--- src/rtl/context_switch_controller.sv ---
// -----------------------------------------------------------------------------
// context_switch_controller
//
// Preemption and I/O context controller placed in front of the CPU PC mux.
// It counts a time quantum for the running process and saves that process's
// PC into a four-entry table. It then redirects the CPU to the scheduler, or
// to the I/O routine, and finally hands back the resume PC of the process the
// scheduler picked.
//
// Every redirect output is registered one cycle behind the state that
// produces it. PREEMPT/IOSW/RESUME each emit their code on the edge that
// leaves the state, so the CPU sees the code for one cycle after that edge.
//
// Parameters
//   QUANTUM             unhalted RUN cycles per time slice (1..65535)
//
// Ports
//   clock               system clock, rising edge
//   reset               synchronous, active-high
//   enable              preemption enabled; low sends RUN back to IDLE
//   halt                CPU stalled; freezes the quantum counter
//   pc[31:0]            current CPU PC
//   io_request          CPU is executing an I/O instruction
//   botaoIN             one-cycle I/O completion pulse
//   sched_done          one-cycle pulse, scheduler chose next_proc
//   next_proc[1:0]      process id chosen by the scheduler
//   troca_contexto[1:0] 00 none, 11 jump to scheduler, 01 load resume_pc
//   intrucaoIOContexto  jump to the I/O routine
//   resume_pc[31:0]     PC to load while troca_contexto == 01
//   cur_proc[1:0]       id of the running process
//   blocked[3:0]        per-process I/O-blocked mask
//   sched_err           sticky: scheduler picked a blocked process
// -----------------------------------------------------------------------------
module context_switch_controller #(
  parameter int unsigned QUANTUM = 100
) (
  input  logic        clock,
  input  logic        reset,
  input  logic        enable,
  input  logic        halt,
  input  logic [31:0] pc,
  input  logic        io_request,
  input  logic        botaoIN,
  input  logic        sched_done,
  input  logic [1:0]  next_proc,
  output logic [1:0]  troca_contexto,
  output logic        intrucaoIOContexto,
  output logic [31:0] resume_pc,
  output logic [1:0]  cur_proc,
  output logic [3:0]  blocked,
  output logic        sched_err
);

  typedef enum logic [2:0] {
    IDLE,
    RUN,
    PREEMPT,
    IOSW,
    SCHED,
    RESUME
  } state_t;

  localparam logic [15:0] QLOAD = 16'(QUANTUM - 1);

  state_t      state;
  logic [15:0] counter;
  logic [1:0]  ioOwner;
  logic [31:0] pcTable [4];

  logic        ioCapture;
  logic [3:0]  blockedNext;

  // An I/O capture only happens in RUN while enabled. Disabling has priority.
  assign ioCapture = (state == RUN) && enable && io_request;

  // The completion pulse clears the owner's bit first. A capture in the same
  // cycle then sets its bit, so a set always wins over a simultaneous clear.
  always_comb begin
    blockedNext = blocked;
    if (botaoIN) begin
      blockedNext[ioOwner] = 1'b0;
    end
    if (ioCapture) begin
      blockedNext[cur_proc] = 1'b1;
    end
  end

  always_ff @(posedge clock) begin
    if (reset) begin
      state              <= IDLE;
      counter            <= '0;
      ioOwner            <= '0;
      troca_contexto     <= 2'b00;
      intrucaoIOContexto <= 1'b0;
      resume_pc          <= '0;
      cur_proc           <= '0;
      blocked            <= '0;
      sched_err          <= 1'b0;
      for (int i = 0; i < 4; i++) begin
        pcTable[i] <= '0;
      end
    end else begin
      // Redirect codes are single-cycle pulses. Default them low here, and
      // only the states below re-assert one.
      troca_contexto     <= 2'b00;
      intrucaoIOContexto <= 1'b0;
      blocked            <= blockedNext;

      case (state)
        IDLE: begin
          if (enable) begin
            state   <= RUN;
            counter <= QLOAD;
          end
        end

        RUN: begin
          if (!enable) begin
            state <= IDLE;
          end else if (io_request) begin
            // Resume after the I/O instruction. The PC wraps at 2^32.
            // io_request is honoured even while halted.
            pcTable[cur_proc] <= pc + 32'd1;
            ioOwner           <= cur_proc;
            state             <= IOSW;
          end else if (!halt) begin
            if (counter == 16'd0) begin
              pcTable[cur_proc] <= pc;
              state             <= PREEMPT;
            end else begin
              counter <= counter - 16'd1;
            end
          end
        end

        PREEMPT: begin
          troca_contexto <= 2'b11;
          state          <= SCHED;
        end

        IOSW: begin
          troca_contexto     <= 2'b11;
          intrucaoIOContexto <= 1'b1;
          state              <= SCHED;
        end

        SCHED: begin
          if (sched_done) begin
            // Use the registered mask. A botaoIN in this same cycle does not
            // yet unblock the chosen process.
            if (blocked[next_proc]) begin
              sched_err <= 1'b1;
            end else begin
              cur_proc  <= next_proc;
              resume_pc <= pcTable[next_proc];
              state     <= RESUME;
            end
          end
        end

        RESUME: begin
          troca_contexto <= 2'b01;
          counter        <= QLOAD;
          state          <= RUN;
        end

        default: begin
          state <= IDLE;
        end
      endcase
    end
  end

endmodule

--- config.mk ---
export PLATFORM = sky130hd
export DESIGN_NAME = context_switch_controller
export DESIGN_NICKNAME = d
export VERILOG_FILES = /design/src/rtl/context_switch_controller.sv
export SDC_FILE = /design/constraint.sdc
export NUM_CORES = 1
export LEC_CHECK = 0
export BUFFER_PORTS_ARGS = -buffer_cell sky130_fd_sc_hd__buf_2
export CORE_UTILIZATION = 45
export CTS_CLUSTER_SIZE = 25
export DETAILED_ROUTE_END_ITERATION = 8
export PLACE_DENSITY = 0.65
export SLEW_MARGIN = 5
export SYNTH_ARGS = -nofsm -noshare
export SYNTH_HDL_FRONTEND = slang
export SYNTH_SLANG_ARGS = --single-unit
--- constraint.sdc ---
create_clock -name clock -period 4.9 [get_ports clock]
set_clock_uncertainty 0.15 [all_clocks]
set_input_delay 0.98 -clock clock [delete_from_list [all_inputs] [get_ports clock]]
set_output_delay 0.98 -clock clock [all_outputs]
set_load 0.1 [all_outputs]
Word-level counts from Yosys, hierarchy flattened
Memories as Yosys holds them, arrays and structs flattened. A register that Yosys moved wholly into a read port is not among the register bits.
Index checks and enable logic that the tools add are counted.

cells by class
  bitwise operators = 5
  order comparisons = 5
  divide/modulo/power cells = 0
  eq/ne operators = 14
  multiply operators = 0
  multiplexer cells = 42
  shift-type cells = 0
  reduce and logical (&&, ||, !) cells = 14
  add/subtract/negate cells = 2

operators with widths
  operator                 number
  $mux W16                 5
  $mux W32                 2
  $pmux W16 S3             1
  $add A32 B1 Y32 const B  1
  $reduce_or A32 Y1        1
  $mux W3                  7
  $mux W1                  19
  $logic_not A16 Y1        1
  $sub A16 B1 Y16 const B  1
  $pmux W3 S5              1
  $ne A2 B2 Y1 const B     7
  $lt A2 B3 Y1 const B     3
  $reduce_and A3 Y1        3
  $mux W4                  2
  $eq A3 B2 Y1 const B     2
  $eq A3 B3 Y1 const B     2
  $reduce_and A6 Y1        1
  $reduce_and A5 Y1        1
  $and A4 B4 Y4            1
  $demux W1 S2             2
  $ge A2 B1 Y1 const B     2
  $logic_and A1 B1 Y1      4
  $ne A4 B3 Y1 const B     1
  $ne A4 B4 Y1 const B     1
  other kinds (11)         11

storage, ports and cells
  output and inout bits = 42
  bits in latches = 0
  word-level logic and storage cells = 91
  bits of input ports = 41
  register bits = 31
  ROM bits = 0
  memory bits (writable) = 128
  memories kept = 1

memories
  memory   words  bits a word  rd ports  clocked after memory_dff  wr ports  RTL line  source
  pcTable  4      32           1         1                         4         68        logic [31:0] pcTable [4];

Depth between registers and ports, before layout
  word-level depth = 11
  mapped depth = 8

Worst setup path after synthesis
No wires, ideal clock.

  kind = input to register
  start = input port io_request
  end = memory pcTable[1][0], enable pin
  path buffers = 2
  arrival = 3.388 ns
  stages = 6
  required time = 4.322 ns
  path slack = 0.934 ns
  cell sequence = nor2b_1 > clkbuf_1 > and2_0 > buf_2 > nor2_1 > o21bai_1

RTL lines
  element             RTL line  source
  start: declaration  42        input logic io_request,
  end: declaration    68

==> summary.md <==
| Metric | Value |
|---|---|
| Outcome | `completed` |
| Minimum clock period | `3.18 ns` |
| Die Span Y | `143 um` |
| Post-CTS sizing | `0` |
| Global Route met2 Usage | `36.6%` |
| Arrival time at the worst endpoint | `approximately 3.3 ns` |
| Cells on worst reg2reg path | `7` |
| Largest area contributor in the netlist | `edfxtp_1` |
| Mapped Area | `8930 um2` |
| Clock sink count | `191` |
| Ranking of synthesized cells by area | `edfxtp_1 (43%), dfxtp_1 (14%), mux4_2 (8.3%)` |
| Worst Tran Pin Value | `between 0.9 and 1 ns` |
| Root Buffer | `clkbuf_16` |
| Number of max-cap violations | `0` |
| Die area | `20,400 um2` |
| Synth cell types | `60` |
| Worst reg2reg path endpoint | `pcTable[3][10]$_DFFE_PP_` |
| Pin count of the biggest net entering global routing | `55` |
| Final setup TNS | `0 ns` |
| Worst-Skew Late Latency | `0.44 ns` |
| Main synth FF type | `edfxtp_1` |
| Layout cells sized above 1 | `21.5%` |
| Hold buffers post-CTS | `0` |
| Avg Inst Size Synth | `about 11 um2` |
| DR iter-0 viols | `around 500` |
| Hold path endpoint | `resume_pc[16]$_SDFFE_PP0P_` |
| Top cells by count, synth | `edfxtp_1 (128), nand2_1 (97), nor2_1 (97), a21oi_1 (82), dfxtp_1 (63)` |
| Post-synth top area share | `43.0%` |
| Max VDD drop | `0.266 mV` |
| Endpoints failing setup | `0` |
| CP required | `5.03 ns` |
| Reg-to-reg startpoint | `counter[12]$_SDFFE_PP0P_` |
| Tcrit/Tclk final | `around 65%` |
| DR vias | `6,576` |
| Hold_sp | `resume_pc[16]$_SDFFE_PP0P_` |
| TritonCTS clock tree | `yes` |
| Grt ovf | `0` |
| Reg2Reg Setup Slack | `1.92 ns` |
| PwrDens | `337 nW/um2` |
| Vias in the first global route | `6,161` |
| Critical Path Sink Type | `flip-flop` |
| Crit path kind | `input pin to flip-flop` |
| Post-synth EDFFs | `128` |
| Placer Congestion | `0.835` |
| # DRC | `0` |
| CP startpoint kind | `input pin` |
| Initial antenna violation count | `2` |
| Hold Crit Depth | `2` |
| Reg clk slew, reported paths | `~0.070 ns` |
| Port Buf Inserts | `between 80 and 90` |
| Area delta synth->final | `13.7%` |
| Final Hold Viols | `0` |
| Pins over their slew limit | `0` |
| Relative slew slack | `37.3%` |
| Drt pass-1 iters | `5` |
| Core area | `just under 20,000 um2` |
| M3 GR Usage | `4.49%` |
| YS warnings | `0` |
| Maximum clock insertion buffer count | `2` |
| Vias per Instance | `5.68` |
| Cells after Synth | `814` |
| P_leak | `~3.8 nW` |
| Worst Hold Class | `flip-flop to flip-flop` |
| #FFs+latches synth | `191` |
| Most used routing layer | `met2` |
| Tot GR Track Use | `between 20 and 25%` |
| Layout net count | `922` |
| Top Ports | `83` |
| Syn Nets | `858` |
| Post-route antenna net violation count | `0` |
| # Post-CTS Setup Buffers | `0` |
| Detailed placement HPWL | `14.3 mm` |
| Global-route wire length before repair | `33.8 mm` |
| Max frequency | `315 MHz` |
| CTS HTree Levels | `4` |
| Async SR Flop Fraction | `0%` |
| PnR Total Power | `0.00343 W` |
| WL/cell | `18.6 um` |
| Die width | `143 um` |
| CTS Buf Count | `17` |
| Final Routed Wirelength | `21.6 mm` |
| Seq/Total Area, Yosys | `57.1%` |
| Unrepaired setup endpoints after global routing | `false` |
| GRT met1 Usage | `28.8%` |
| Starting Density | `between 40% and 50%` |
| Top-count cell post-synth | `edfxtp_1` |
| Cell Rows | `51` |
| CP Max Fanout | `23` |
## layer usage
metal / up-vias / part of all wire, %
met5: - / 0
met2: 191 / 48
met4: 0 / 2.2
met3: 31 / 5.2
li1: 3174 / -
met1: 3180 / 44
## where the power goes
| part | internal [W] | total (W) | switching (W) |
|---|---|---|---|
| registers | 0.00178 | 0.00181 | 0.0000272 |
| clock network | 0.000665 | 0.00131 | 0.000643 |
| logic | 0.000111 | 0.000312 | 0.000201 |
## critical path, stage by stage
cell and delay (ns):
buf_2 0.12, nor2b_1 0.55, nand2_1 0.67, or4_1 0.68, o21a_1 0.16, a21oi_1 0.14
## state kept, by name, summed over array words and instances, names as in the netlist
signal and flops:
ioOwner 2, counter 16, cur_proc 2, state 3, troca_contexto 2, pcTable 128, resume_pc 32, blocked 4
intrucaoIOContexto 1, sched_err 1
## logic make-up after synthesis
family / Yosys count / share of synthesized area, %
AO/OA/AOI/OAI: 181 / 12.6
multiplexers: 35 / 8.54
AND/OR/NAND/NOR: 315 / 17.3
XOR/XNOR: 1 / 0.0981
buffers and inverters: 88 / 3.89
adder cells (fa/ha/maj): 3 / 0.420
flip-flops: 191 / 57.1
## layout make-up
type / count / area [um2]
Fill cell: 1744 / 9300
Sequential cell: 191 / 5100
Multi-Input combinational cell: 535 / 3490
Timing Repair Buffer: 96 / 528
Clock buffer: 17 / 425
Tap cell: 265 / 332
Inverter: 37 / 139
Clock inverter: 15 / 133
Antenna cell: 2 / 5.00
## placed cells by master (no fill, tap or decap), types with 3 or more instances in the layout
master      Yosys  layout
and2_1          4       4
a31oi_1        11      11
clkinvlp_4      0       3
nand3_1        17      17
a21oi_1        82      82
a41oi_1         3       3
o211ai_1        4       4
clkbuf_16       0      17
edfxtp_1      128     128
ha_1            3       3
dfxtp_1        63      63
a31o_2          9       9
nor4_1         15      15
a22oi_1         3       3
inv_1          37      37
nand2b_1        7       7
clkinv_4        0       5
nand3b_1        8       8
nor3_1         12      12
nor2_1         97      97
o21ai_0        25      25
nand2_1        97      97
or4_1           8       8
a311oi_1        3       3
o31ai_1        12      12
buf_2           8      82
and3_1          5       5
a211oi_1        4       4
nand4_1        10      10
or2_2           6       6
or3_1          11      11
buf_4           0      13
o21a_1          3       3
mux4_2         33      33
## worst max path at each step
stage,end,from,cells after the start
after CTS,pcTable[2][21]$_SDFFCE_PN0P_,io_request,6
after global placement,pcTable[0][21]$_SDFFCE_PN0P_,io_request,6
after global routing,pcTable[2][21]$_SDFFCE_PN0P_,io_request,6
after detailed placement,pcTable[2][21]$_SDFFCE_PN0P_,io_request,6
after floorplan,pcTable[1][0]$_SDFFCE_PN0P_,io_request,6
final,pcTable[2][21]$_SDFFCE_PN0P_,io_request,6
## per-stage QoR
stage / instances / util [%] / hold WS, ns / cell area, um2 / setup slack, ns
floorplan: 814 / - / 0.303 / 8930 / 0.934
CTS: 1156 / 52.2 / 0.305 / 10200 / 1.77
finish: 1158 / 52.2 / 0.301 / 10200 / 1.72
detailed placement: 1124 / 49.3 / 0.295 / 9600 / 1.32
global route: 1158 / 52.2 / 0.318 / 10200 / 1.50
global placement: 1124 / 49.3 / 0.291 / 9600 / 1.39
Note: power is estimated with default switching activity, not from simulation.
